--- config.mk ---
export PLATFORM = sky130hd
export DESIGN_NAME = lcg_stim_sequencer
export DESIGN_NICKNAME = d
export VERILOG_FILES = /design/src/rtl/lcg_stim_sequencer.sv
export SDC_FILE = /design/constraint.sdc
export NUM_CORES = 1
export LEC_CHECK = 0
export BUFFER_PORTS_ARGS = -buffer_cell sky130_fd_sc_hd__buf_2
export CORE_MARGIN = 4
export CORE_UTILIZATION = 50
export DETAILED_ROUTE_END_ITERATION = 8
export PLACE_DENSITY = 0.72
export SKIP_LAST_GASP = 1
export SLEW_MARGIN = 20
export SYNTH_ARGS = -nofsm -noshare
export SYNTH_HDL_FRONTEND = slang
export SYNTH_SLANG_ARGS = --single-unit
--- constraint.sdc ---
create_clock -name clk -period 9.2 [get_ports clk]
set_input_delay 0.92 -clock clk [delete_from_list [all_inputs] [get_ports clk]]
set_output_delay 0.92 -clock clk [all_outputs]
set_load 0.01 [all_outputs]
--- src/rtl/lcg_stim_sequencer.sv ---
// Stimulus sequencer: builds IN_W-bit words from a 32-bit LCG, one 32-bit chunk per
// cycle, and hands each finished word to a consumer over a valid/ready handshake.
module lcg_stim_sequencer #(
  parameter int          IN_W  = 139,
  parameter int          CNT_W = 32,
  parameter logic [31:0] LCG_A = 32'h41C64E6D,
  parameter logic [31:0] LCG_C = 32'h00003039
) (
  input  logic             clk,
  input  logic             rst_n,
  input  logic             start,
  input  logic             abort,
  input  logic [31:0]      seed,
  input  logic [CNT_W-1:0] num_words,
  output logic [IN_W-1:0]  stim_data,
  output logic             stim_valid,
  input  logic             stim_ready,
  output logic             busy,
  output logic             done,
  output logic [CNT_W-1:0] word_count
);

  localparam int NCHUNK  = (IN_W + 31) / 32;
  localparam int CHUNK_W = (NCHUNK > 1) ? $clog2(NCHUNK) : 1;
  localparam logic [CHUNK_W-1:0] LAST_CHUNK = CHUNK_W'(NCHUNK - 1);

  typedef enum logic [1:0] {
    S_IDLE,
    S_FILL,
    S_PRESENT,
    S_DONE
  } state_t;

  state_t             state;
  logic [31:0]        rng;
  logic [31:0]        rng_next;
  logic [CHUNK_W-1:0] chunk;
  logic [CNT_W-1:0]   num_words_q;
  logic [CNT_W-1:0]   word_count_inc;
  logic [IN_W-1:0]    fill_data;

  assign rng_next       = rng * LCG_A + LCG_C;
  assign word_count_inc = word_count + CNT_W'(1);

  // Merge the freshly stepped LCG value into the chunk being filled; bits of the
  // top chunk beyond IN_W simply have no destination, which truncates it.
  always_comb begin
    // NOTE: assign a default before the loop so every path drives fill_data and no latch is inferred.
    fill_data = stim_data;
    for (int b = 0; b < IN_W; b++) begin
      if ((b / 32) == int'(chunk)) fill_data[b] = rng_next[b % 32];
    end
  end

  // NOTE: all state below uses non-blocking assignments so every register sees the pre-edge values.
  always_ff @(posedge clk or negedge rst_n) begin
    if (!rst_n) begin
      state       <= S_IDLE;
      rng         <= '0;
      chunk       <= '0;
      num_words_q <= '0;
      stim_data   <= '0;
      stim_valid  <= 1'b0;
      busy        <= 1'b0;
      done        <= 1'b0;
      word_count  <= '0;
    end else begin
      done <= 1'b0;
      if (abort) begin
        // Abort wins over start and handshake; word_count deliberately keeps its value.
        state      <= S_IDLE;
        chunk      <= '0;
        stim_valid <= 1'b0;
        busy       <= 1'b0;
      end else begin
        case (state)
          S_IDLE: begin
            if (start) begin
              word_count  <= '0;
              num_words_q <= num_words;
              if (num_words != '0) begin
                rng   <= seed;
                chunk <= '0;
                busy  <= 1'b1;
                state <= S_FILL;
              end else begin
                done  <= 1'b1;
                state <= S_DONE;
              end
            end
          end
          S_FILL: begin
            rng       <= rng_next;
            stim_data <= fill_data;
            if (chunk == LAST_CHUNK) begin
              chunk      <= '0;
              stim_valid <= 1'b1;
              state      <= S_PRESENT;
            end else begin
              chunk <= chunk + CHUNK_W'(1);
            end
          end
          S_PRESENT: begin
            if (stim_ready) begin
              stim_valid <= 1'b0;
              word_count <= word_count_inc;
              if (word_count_inc == num_words_q) begin
                busy  <= 1'b0;
                done  <= 1'b1;
                state <= S_DONE;
              end else begin
                state <= S_FILL;
              end
            end
          end
          S_DONE:  state <= S_IDLE;
          default: state <= S_IDLE;
        endcase
      end
    end
  end

endmodule
==> results.yml, run 1 <==
yosys:
  ys_warn_count: 0
  synth.distinct_cells: 68
  yosysSeqAreaShare_pct: 30.3
  synthArstFlopShare_pct: 100
  synth_cells: 2020
  synth_edf_count: 0
  synth.net_count: 2491
  synth_ff_type: "dfrtp_1"
  ys_ff_latch: 243
  synth_area_per_cell_um2: 9.92
  synth_area_um2: 20000
timing:
  relSlewSlack_pct: 23.5
  setup_slack_ns: 1.73
  tns_ns: 0
  hold_viol_final: 0
  fmax_mhz: 134
  rsz0062_at_grt: "no"
  setup_viol: 0
  period_minus_slack_ns: 7.47
  skew_ns: 0.0165
  slew_viol_final: 0
  finalCritPeriodShare_pct: 81.2
  worstMarginPinSlew_ns: 1.14
critical_path:
  path_class: "register to register"
  cp.buffers_inverters: 4
  cp_slowest_stage_delay_ns: 0.86
  end_kind: "register"
  crit_path_cell_trace: "inv_1, ha_1, inv_1, ha_1, fa_1, fa_1, ha_1, inv_1, fa_1, inv_1, fa_1, fa_1, ha_1, and4_1, nand3_1, o31a_1, o21ai_0, a21o_1, a21oi_1, xnor2_1, mux2_2"
  crit_start: "rng[0]"
  rr_startpoint: "rng[0]"
  cp_top_family: "adder cells"
  path_max_fanout: 17
  arrival_ns: 7.95
  crit_path_frequent_cell: "fa_1"
  required_ns: 9.69
  cp_slowest_cell: "dfrtp_1"
  startpoint_type: "register"
flow_run:
  maxCapViolations: 0
grt:
  grt_first_pass_wirelength_mm: 92.3
  grt_pass1_vias: 16100
  antenna_found_initial: 6
  grt_overflow: 0
  track_usage_pct: 26.8
  grt_start_max_net_pins: 108
layout:
  syn2layout_area_growth_pct: 12.7
  nFillCells: 3439
  drive_gt1_share_pct: 17.4
  finalInstanceArea_um2: 22600
  nNetsFinal: 2707
clocking:
  cts-resized-gates: 0
  clk_latency_ns: 0.55
  cts_hold_buf: 0
  cts.sinks: 243
  cts_setup_buffers: 0
  h-tree-depth: 1
  clk_pin_slew_ns: 0.07
  cts_tree: "yes"
  cts.path.max_buffers: 3
  cts_root_buf: "clkbuf_16"
  cts_made_buffers: 26
floorplan:
  coreArea_um2: 39600
  pin_count: 243
  start_util_pct: 50.6
  die_x_um: 208
  die_area_um2: 43300
  rows: 73
  die_h_um: 208
hold_path:
  hp-class: "input pin to async pin"
placement:
  pre_cts_ws_ns: 1.91
  dpl_cell_area_um2: 21800
  port_buffers: 242
  place.gp.congestion: 0.980
  place_hpwl_mm: 46.9
detailed_routing:
  viasPerCell: 5.58
  wl_per_cell_um: 21.0
  drt-initial-drc-count: 1110
  ant_nets: 0
  drt_first_pass_iters: 7
  vias: 15600
  routed_wl_mm: 58.4
  drc: 0
outcome:
  outcome: "finished, final reports clean"
[cell type report]
class,instances,area [um^2],share of cell area (%)
Clock buffer,35,736,3.26
Sequential cell,243,6080,26.9
Multi-Input combinational cell,1314,12200,54.2
Inverter,402,1510,6.68
Tap cell,525,657,2.91
Timing Repair Buffer,249,1270,5.64
Antenna cell,5,12.5,0.0554
Clock inverter,13,82.6,0.366
[cells in the final DEF, fill, tap and decap left out, drive strengths merged, types with 4 or more instances in the layout]
cell type  instances
inv              405
buf              249
dfrtp            243
ha               211
fa               191
o21ai            173
nand2            162
mux2              82
xnor2             68
a21oi             61
nor2              60
nand3             39
clkbuf            35
xor2              33
nand4             22
o31ai             21
nor3              21
a21o              20
nor4              18
a211oi            17
and3              13
a31oi             10
nand2b             9
clkinv             9
and2               7
or3                7
mux2i              6
nor2b              6
diode              5
and4               5
o211ai             5
a211o              4
[synth_stat cells, types with 6 or more instances]
master	count	area share [%]
nand3_1	38	0.95
nand2_1	162	3.0
nand4_1	20	0.62
ha_1	211	13
mux2_2	82	4.6
nor2b_1	6	0.19
xor2_1	33	1.4
fa_1	191	19
and3_1	13	0.41
a31oi_1	10	0.31
mux2i_1	6	0.30
nor4_1	15	0.47
or3_1	7	0.22
a211oi_1	17	0.64
buf_1	6	0.11
xnor2_1	68	3.0
clkbuf_1	50	0.94
nor3_1	20	0.50
nand2b_1	9	0.28
o21ai_0	173	4.3
a21oi_1	61	1.5
a21o_1	20	0.75
nor2_1	60	1.1
and2_1	7	0.22
dfrtp_1	243	30
inv_1	402	7.5
o31ai_1	21	0.79
[routing by layer]
| layer | part of all wire, % | GRT usage [%] | up-vias |
|---|---|---|---|
| li1 | - | - | 7046 |
| met1 | 42 | 37.6 | 7776 |
| met2 | 45 | 40.9 | 623 |
| met3 | 9.9 | 7.86 | 109 |
| met4 | 3.2 | 7.97 | 4 |
| met5 | 0.046 | 0 | - |
[flip-flops by register name, indices dropped and copies added (netlist names), 2 cells and up]
signal       count
stim_data      139
num_words_q     32
rng             32
word_count      32
chunk            3
state            2
[logic make-up after synthesis]
logic type | Yosys count | synth area share, %
AO/OA/AOI/OAI | 345 | 10.2
XOR/XNOR | 101 | 4.41
adder cells (fa/ha/maj) | 402 | 32.3
buffers and inverters | 463 | 8.74
flip-flops | 243 | 30.3
multiplexers | 88 | 4.91
AND/OR/NAND/NOR | 378 | 9.14
[final timing paths]
kind                       slack (ns)               to  depth (start not counted)
min                              0.42  num_words_q[19]                          1
max in group asynchronous        7.37           rng[6]                          2
max                              1.73   stim_data[119]                         21
max reg2reg                      1.73   stim_data[119]                         21
min in group clk                 0.48    stim_data[75]                          2
min reg2reg                      0.48    stim_data[75]                          2
[worst reg2reg max path, cell delays in order (launching register included)]
cell and delay, ns:
dfrtp_1 0.86, inv_1 0.20, ha_1 0.51, inv_1 0.20, ha_1 0.25, fa_1 0.52
fa_1 0.40, ha_1 0.29, inv_1 0.05, fa_1 0.55, inv_1 0.05, fa_1 0.39
fa_1 0.50, ha_1 0.39, and4_1 0.30, nand3_1 0.10, o31a_1 0.35, o21ai_0 0.36
a21o_1 0.18, a21oi_1 0.07, xnor2_1 0.60, mux2_2 0.30
[through the flow]
stage                     std cells  util (%)  hold WS [ns]
after floorplan                2020         -         0.470
after global placement         2733      54.9         0.457
after detailed placement       2733      54.9         0.465
after CTS                      2781      56.9         0.442
after global routing           2785      57.0         0.478
final                          2786      57.0         0.419
Power of run 1 is not shown: default switching activity piles up to over one toggle a cycle in this logic, so the estimate is an artifact.
==> inputs of run 2 (changes only) <==
ABC_AREA = 1   (was not set)
PLACE_DENSITY = 0.75   (was 0.72)
clock period = 6.1 ns   (was 9.2 ns; I/O delays follow)
==> results.yml, run 2 <==
detailed_routing:
  routed_wl_mm: 64.8
  drt_first_pass_iters: 6
  vias: 17100
  drt-initial-drc-count: 1614
  viasPerCell: 5.33
  wl_per_cell_um: 20.2
  ant_nets: 0
  drc: 0
timing:
  tns_ns: -2.10
  rsz0062_at_grt: "yes"
  finalCritPeriodShare_pct: 102
  relSlewSlack_pct: 32.3
  skew_ns: 0.0217
  setup_viol: 37
  hold_viol_final: 0
  fmax_mhz: 160
  setup_slack_ns: -0.150
  period_minus_slack_ns: 6.25
  slew_viol_final: 0
  worstMarginPinSlew_ns: 1.02
floorplan:
  start_util_pct: 51.0
  die_x_um: 207
  die_h_um: 207
  rows: 72
  die_area_um2: 43000
  pin_count: 243
  coreArea_um2: 39000
clocking:
  cts.sinks: 243
  cts_hold_buf: 0
  cts_made_buffers: 26
  clk_latency_ns: 0.57
  cts_root_buf: "clkbuf_16"
  h-tree-depth: 1
  clk_pin_slew_ns: 0.07
  cts_tree: "yes"
  cts.path.max_buffers: 3
yosys:
  synth-simple-area-share_pct: 13.4
  synth_fa_ha_area_share_pct: 32.5
  ys_ff_latch: 243
  synthXorXnorAreaFrac_pct: 3.82
  muxShareOfSynthArea_pct: 0.170
  synth_top_family_by_area: "adder cells"
  synth_edf_count: 0
  synth.most_common_cell: "inv_1"
  synth_cells: 2242
  synth_area_per_cell_um2: 8.87
  synth_commonest_cells: "inv_1 (521), nand2_1 (388), dfrtp_1 (243)"
  yosysSeqAreaShare_pct: 30.6
  synth-compound-area-share_pct: 8.63
  synth_area_um2: 19900
  synth.net_count: 2713
  synth.distinct_cells: 44
  yosys.area.top_type: "dfrtp_1"
  yosysTopAreaCellShare_pct: 30.6
  yosys-top-cells-area: "dfrtp_1 (31%), fa_1 (19%), ha_1 (13%)"
  synthArstFlopShare_pct: 100
  ys_warn_count: 0
  synth_ff_type: "dfrtp_1"
layout:
  nNetsFinal: 3149
  largest_register_ffs: 139
  most-common-layout-cells: "inv_1 (489), nand2_1 (359), buf_2 (241), dfrtp_1 (229), buf_4 (198)"
  final_common_cell: "inv_1"
  largest-register: "stim_data"
  drive_gt1_share_pct: 28.4
  syn2layout_area_growth_pct: 28.4
hold_path:
  hp-class: "input pin to async pin"
critical_path:
  cp.buffers_inverters: 8
  crit_path_frequent_cell: "inv_2"
  cp_slowest_cell: "fa_1"
  path_depth: 26
  end_kind: "register"
  path_class: "register to register"
  worst-r2r-cell-count: 26
  required_ns: 6.59
  startpoint_type: "register"
  cp_slowest_stage_delay_ns: 0.55
  path_max_fanout: 4
  cp_top_family: "adder cells"
  arrival_ns: 6.74
outcome:
  outcome: "complete, but fails checks"
  violations: "setup timing"
flow_run:
  maxCapViolations: 0
placement:
  place_hpwl_mm: 50.0
  port_buffers: 242
  place.gp.congestion: 0.987
grt:
  use_met3_pct: 7.77
  grt_start_max_net_pins: 126
  grt.met2_usage_pct: 44.8
  grt_overflow: 0
  grt_first_pass_wirelength_mm: 97.6
  busiest_layer: "met2"
  antenna_found_initial: 3
  track_usage_pct: 28.7
  grt_pass1_vias: 17400
  grtUsageMet1_pct: 38.0
## run 2: cell type report
class                   count  area [um^2]
inverters                 525         1970
clock buffers              39          739
multi-input cells        1422        13000
clock inverters             6          113
well taps                 518          648
fillers                  2915        13500
flip-flops and latches    243         6100
diodes                      3         7.51
repair buffers            460         2950
## run 2: worst paths after layout
kind | startpoint | to | slack (ns)
min in group clk | num_words[14] | num_words_q[14] | 0.28
worst max register to register | rng[7] | stim_data[95] | -0.15
worst min register to register | stim_data[32] | stim_data[32] | 0.48
max in group asynchronous | rst_n | stim_data[67] | 4.69
worst max-delay path | rng[7] | stim_data[95] | -0.15
worst min-delay path | rst_n | num_words_q[14] | 0.16
## run 2: worst register-to-register path, cell delays in order, from the launching register on
cell and delay [ns]:
dfrtp_2 0.47, buf_6 0.16, ha_4 0.17, fa_1 0.46, inv_2 0.08, fa_2 0.44
fa_1 0.51, inv_2 0.05, ha_4 0.25, inv_2 0.03, fa_1 0.55, inv_2 0.04
fa_1 0.53, fa_2 0.49, ha_4 0.31, nand4_1 0.17, buf_4 0.20, o21ai_4 0.16
buf_4 0.15, nand2_1 0.06, nand3_2 0.11, nand3_2 0.09, nand2_4 0.11, a41oi_4 0.14
xnor2_2 0.22, inv_2 0.09, o21ai_1 0.14
## run 2: cell families after synthesis
group	after synthesis
flops	243
simple gates	617
buf+inv	577
xor+xnor	85
compound gates	315
fa+ha+maj	402
mux	3
## run 2: per-stage QoR
stage | util (%) | cells | cell area, um^2 | setup slack (ns) | hold slack, ns
floorplan | - | 2242 | 19900 | 0.0231 | 0.314
global placement | 59.2 | 3146 | 23100 | -0.308 | 0.452
detailed placement | 59.2 | 3146 | 23100 | -0.426 | 0.467
CTS | 62.8 | 3198 | 24500 | -0.00779 | 0.204
global route | 65.5 | 3216 | 25500 | -0.311 | 0.248
finish | 65.5 | 3216 | 25500 | -0.150 | 0.161
## run 2: what timing repair did
item,CTS,global route
resized for setup,96,219
setup buffers,7,20
pin swaps,33,90
endpoints found under the setup margin,64,82
## run 2: layer usage
layer	wire [um]	up-vias
li1	-	7855
met1	25900	8358
met2	30000	761
met3	5920	165
met4	3040	0
met5	0	-
Power of run 2 is left out for the same reason.
